**src/rtl/param_universal_reg.sv**
```systemverilog
// WIDTH-bit universal register: synchronous clear, enable, and eight modes
// (hold, load, shift, rotate, count), with registered shift-out and wrap pulse.
module param_universal_reg #(
    parameter int               WIDTH       = 8,
    parameter logic [WIDTH-1:0] RESET_VALUE = {WIDTH{1'b0}}
) (
    input  logic             CLOCK,
    input  logic             CLEAR,
    input  logic             ENABLE,
    input  logic [2:0]       MODE,
    input  logic [WIDTH-1:0] DATA_IN,
    input  logic             SERIAL_IN_LSB,
    input  logic             SERIAL_IN_MSB,
    output logic [WIDTH-1:0] OUTPUT,
    output logic             SHIFT_OUT,
    output logic             WRAP
);

    localparam logic [2:0] M_HOLD = 3'b000;
    localparam logic [2:0] M_LOAD = 3'b001;
    localparam logic [2:0] M_SHL  = 3'b010;
    localparam logic [2:0] M_SHR  = 3'b011;
    localparam logic [2:0] M_ROL  = 3'b100;
    localparam logic [2:0] M_ROR  = 3'b101;
    localparam logic [2:0] M_UP   = 3'b110;
    localparam logic [2:0] M_DN   = 3'b111;

    localparam logic [WIDTH-1:0] ONE = WIDTH'(1);

    // WRAP defaults low on every non-clear edge so it can only ever be a
    // single-cycle pulse; SHIFT_OUT is only touched by the shift/rotate modes.
    always_ff @(posedge CLOCK) begin
        if (CLEAR) begin
            OUTPUT    <= RESET_VALUE;
            SHIFT_OUT <= 1'b0;
            WRAP      <= 1'b0;
        end else if (!ENABLE) begin
            WRAP <= 1'b0;
        end else begin
            WRAP <= 1'b0;
            case (MODE)
                M_HOLD: ;
                M_LOAD: OUTPUT <= DATA_IN;
                M_SHL: begin
                    OUTPUT    <= {OUTPUT[WIDTH-2:0], SERIAL_IN_LSB};
                    SHIFT_OUT <= OUTPUT[WIDTH-1];
                end
                M_SHR: begin
                    OUTPUT    <= {SERIAL_IN_MSB, OUTPUT[WIDTH-1:1]};
                    SHIFT_OUT <= OUTPUT[0];
                end
                M_ROL: begin
                    OUTPUT    <= {OUTPUT[WIDTH-2:0], OUTPUT[WIDTH-1]};
                    SHIFT_OUT <= OUTPUT[WIDTH-1];
                end
                M_ROR: begin
                    OUTPUT    <= {OUTPUT[0], OUTPUT[WIDTH-1:1]};
                    SHIFT_OUT <= OUTPUT[0];
                end
                M_UP: begin
                    OUTPUT <= OUTPUT + ONE;
                    WRAP   <= &OUTPUT;
                end
                M_DN: begin
                    OUTPUT <= OUTPUT - ONE;
                    WRAP   <= ~|OUTPUT;
                end
            endcase
        end
    end

endmodule

```
**config.mk**
```make
export PLATFORM = sky130hd
export DESIGN_NAME = param_universal_reg
export DESIGN_NICKNAME = d
export VERILOG_FILES = /design/src/rtl/param_universal_reg.sv
export SDC_FILE = /design/constraint.sdc
export NUM_CORES = 1
export LEC_CHECK = 0
export CAP_MARGIN = 20
export CELL_PAD_IN_SITES_DETAIL_PLACEMENT = 1
export CELL_PAD_IN_SITES_GLOBAL_PLACEMENT = 2
export CORE_MARGIN = 2
export CORE_UTILIZATION = 25
export DETAILED_ROUTE_END_ITERATION = 10
export PLACE_DENSITY = 0.86
export SYNTH_ARGS = -nofsm -noshare
export SYNTH_HDL_FRONTEND = slang
export SYNTH_SLANG_ARGS = --single-unit
```
**constraint.sdc**
```tcl
create_clock -name CLOCK -period 1.9 [get_ports CLOCK]
set_clock_uncertainty 0.15 [all_clocks]
set_input_delay 0.38 -clock CLOCK [delete_from_list [all_inputs] [get_ports CLOCK]]
set_output_delay 0.38 -clock CLOCK [all_outputs]
set_load 0.05 [all_outputs]
```
After elaboration in Yosys (flattened, before gate mapping) --
Cells that the tools add are included. Widths: inputs -> output; s select.
Storage, ports and cells: register bits 10, output and inout bits 10
Cells by class: bitwise operators 1, equality and inequality tests 7, add/subtract/negate cells 2, reductions and logical operators 10, mux-type cells 3
Operator list (number):
- $pmux 8 s7 | 1
- $eq 3x3->1 const B | 4
- $add 8x1->8 const B | 1
- $reduce_and 8->1 | 1
- $reduce_or 8->1 | 1
- $sub 8x1->8 const B | 1
- $reduce_bool 7->1 | 1
- $eq 3x2->1 const B | 2
- $reduce_or 2->1 | 3
- $pmux 1 s2 | 2
- $reduce_and 2->1 | 2
- $eq 3x1->1 const B | 1
- $reduce_bool 2->1 | 1
- $logic_not 1->1 | 1
- $not 1->1 | 1

Longest topological paths before layout --
depth after elaboration 4, gate-level depth with buffers 9, depth with buffers taken out 7

Worst setup path after synthesis --
OpenSTA, ideal clock, no wires.
path type register -> register, start point register OUTPUT[1], end point register OUTPUT[4], data arrival time 2.059 ns, stages on the path, launching flop included 8, setup slack -0.437 ns, cells stage by stage dfxtp_1 -> clkbuf_1 -> xnor2_1 -> ha_1 -> or2_0 -> o41ai_1 -> xnor2_1 -> o22ai_1
Between the ends: longest elaborated chain between the ends 2
Ends and longest elaborated chain:
- start: declaration | RTL line 14 | output logic [WIDTH-1:0] OUTPUT,
- start signal: assignment | RTL line 45 | OUTPUT <= {OUTPUT[WIDTH-2:0], SERIAL_IN_LSB};
- start signal: assignment | RTL line 49 | OUTPUT <= {SERIAL_IN_MSB, OUTPUT[WIDTH-1:1]};
- start signal: assignment | RTL line 53 | OUTPUT <= {OUTPUT[WIDTH-2:0], OUTPUT[WIDTH-1]};
- $sub 8x1->8 or $add 8x1->8 (tied branches) | RTL line 65, 61
- $pmux 8 s7 (*) | RTL line 41 | case (MODE)
Every way passes the cells marked *; elsewhere a longest branch is shown, timed or not. A chain may end at the register's enable or synchronous reset.

Worst setup path in the final report --
start point input port ENABLE, end point register OUTPUT[3]
Between the ends: longest elaborated chain between the ends 1
Ends and longest elaborated chain:
- start: declaration | RTL line 9 | input logic ENABLE,
- $reduce_and 2->1 (no source line)
Every way passes these cells.

==> flow_summary.toml <==
[route]
met2WireLength_um = 1840
viasPerCell = 5.30
drt_pass1_iterations = 4
antenna_left = 0
met3WireLength_um = 154
drc = 0
detailroute.via_count = 1144
drt-wirelength-per-cell_um = 17.2
dr.first_iter.drc_count = 24
drt_wl_total_um = 3710
highest_layer = "met4"
wl_met1_um = 1600

[grt]
grt_max_degree = 16
grt_pass1_vias = 1236
grt_pass1_wl_um = 5980
overflow = 0
grt_usage = 0.178
antenna_found_initial = 0

[cts]
clock-sinks = 10
cts_buffers = 3
cts_tree = "yes"
post_cts_buffers = 0
cts.clk_slew.worst_paths_ns = 0.05
clock_path_buffers = 2
cts_root_buf = "clkbuf_8"
clk_latency_ns = 0.24
cts-htree-levels = 1

[critical_path]
crit_arrival_ns = 1.77
crit_top_cell = "buf_4"
crit_path_max_incr_delay_ns = 0.55
startpoint_type = "input port"
required_ns = 1.88
cp-end-kind = "flip-flop"
critPathBufInv = 3
crit_fanout = 10
path_delay_family = "buffers and inverters"
crit_chain = "clkdlybuf4s50_1 > nor2b_1 > buf_4 > buf_4 > nor2_1 > nor4_1"
worst-setup-path-type = "in -> reg"
slowest_stage = "clkdlybuf4s50_1"
reg2reg_depth = 5
crit_cells = 6

[floorplanning]
fp.dieH_um = 67.7
dieArea_mm2 = 0.00458
initial_core_util = 0.257
rows = 23
core_mm2 = 0.00394
die_x_um = 67.7
io_pins = 26

[timing]
final_max_slew_viol_count = 0
relSlewSlack = 0.725
grt_setup_unrepaired = "no"
fin_crit_sh = 0.942
holdWs_ns = 0.365
final-setup-viol-count = 0
finalHoldViolCount = 0
fmax_mhz = 559
worst_pin_slew_ns = 0.412
fin_crit_ns = 1.79

[power]
ir_drop_uv = 217
leakagePower_nw = 0.587
p_per_area_mw_per_mm2 = 585

[logic_synthesis]
ys_ff_latch = 10
synthFlopType = "dfxtp_1"
synthArstFlopShare = 0
synth_nets = 144
yosysTopAreaCellShare = 0.197
synth_warnings = 0
synth_top_area_cell = "dfxtp_1"
yosysSeqAreaShare = 0.197
synth_area_mm2 = 0.00101
synth_area_per_cell_um2 = 8.12
ys_types = 47
postSynthCellCount = 125
synth_common_cells = "10 x dfxtp_1, 10 x o21ai_0, 8 x mux2i_1"
synth_edf_count = 0
ys_top_cells_by_area = "dfxtp_1 20%, mux2i_1 7.9%, xnor2_1 5.2%"

[finish]
fin_cells = 216
drive_above_1_share = 0.343
antennaDiodeCount = 0
area_growth_pct = 50.4
num-fill-cells = 469
final_nets = 186

[job]
drv_cap = 0

[placed_design]
io_buffer_count = 25
dp.cells = 212
place.gp.congestion = 0.856
dp_hpwl_um = 2830

[run_status]
status = "complete, no violations"

[worst_hold_path]
hold_depth = 2
hold_class = "reg -> reg"
## worst paths after layout
check             startpoint   endpoint  slack (ns)
setup / recovery      ENABLE  OUTPUT[3]        0.11
hold / removal     OUTPUT[1]  OUTPUT[1]        0.36
setup reg to reg   OUTPUT[1]  OUTPUT[7]        0.11
hold reg to reg    OUTPUT[1]  OUTPUT[1]        0.36
## stage by stage
stage / utilization / setup TNS (ns) / instance area (um2) / total power, mW / worst slack [ns]
floorplan: - / -0.0122 / 1030 / 0.456 / -0.0122
global placement: 0.374 / -3.53 / 1470 / 0.599 / -0.421
detailed placement: 0.374 / -4.48 / 1470 / 0.614 / -0.529
CTS: 0.388 / 0 / 1530 / 0.896 / 0.0122
global route: 0.387 / 0 / 1530 / 0.934 / 0.0107
finish: 0.387 / 0 / 1530 / 0.892 / 0.111
## worst min-delay path: stages (launching register included)
cell and delay, ns:
dfxtp_4 0.36, nand2_1 0.06, a21oi_1 0.05
## sequential cells by signal, summed over array words and instances, names as in the netlist
signal and flops:
SHIFT_OUT 1, WRAP 1, OUTPUT 8
## final cells by class
type                            count  area, um2  area share
Sequential cell                    10        206       0.135
Multi-Input combinational cell     98        727       0.476
Clock buffer                        4       55.1      0.0361
Timing Repair Buffer               50        460       0.302
Tap cell                           50       62.6      0.0410
Inverter                            4       15.0     0.00984
## logic make-up after synthesis
group                      count (synthesis)  synth area share
adders and majority gates                  3            0.0370
xor gates and xnor gates                   7            0.0604
DFF                                       10             0.197
muxes                                      8            0.0789
and+or+nand+nor                           39             0.244
AOI/OAI and AO/OA                         41             0.274
buffers and inverters                     17             0.109
## cells in the final DEF (no fill, tap or decap), drive strengths merged, types with 5 or more instances in the layout
cell,n
a21oi,7
nand2,5
buf,35
xnor2,6
mux2i,8
o211ai,5
nor3,7
clkdlybuf4s50,12
clkbuf,7
dfxtp,10
o21ai,10
## power breakdown
| group | internal [mW] | total (mW) | leakage, nW | switching, mW |
|---|---|---|---|---|
| sequential | 0.225 | 0.250 | 0.0836 | 0.0245 |
| clock | 0.183 | 0.283 | 0.0288 | 0.0993 |
| combinational | 0.168 | 0.360 | 0.474 | 0.192 |
## repair_timing
item                                   4_1_cts  5_1_grt
pin swaps                                    1        3
gates resized for setup                      7        6
endpoints found under the hold margin        0        0
setup endpoints to repair                   10        7
hold buffers                                 0        0
## per-layer routing
layer  up-vias  GRT usage
met1       549      0.209
met5         -          0
met2        30      0.319
li1        551          -
met3        14     0.0233
met4         0     0.0791
(Power assumes the default switching activity.)
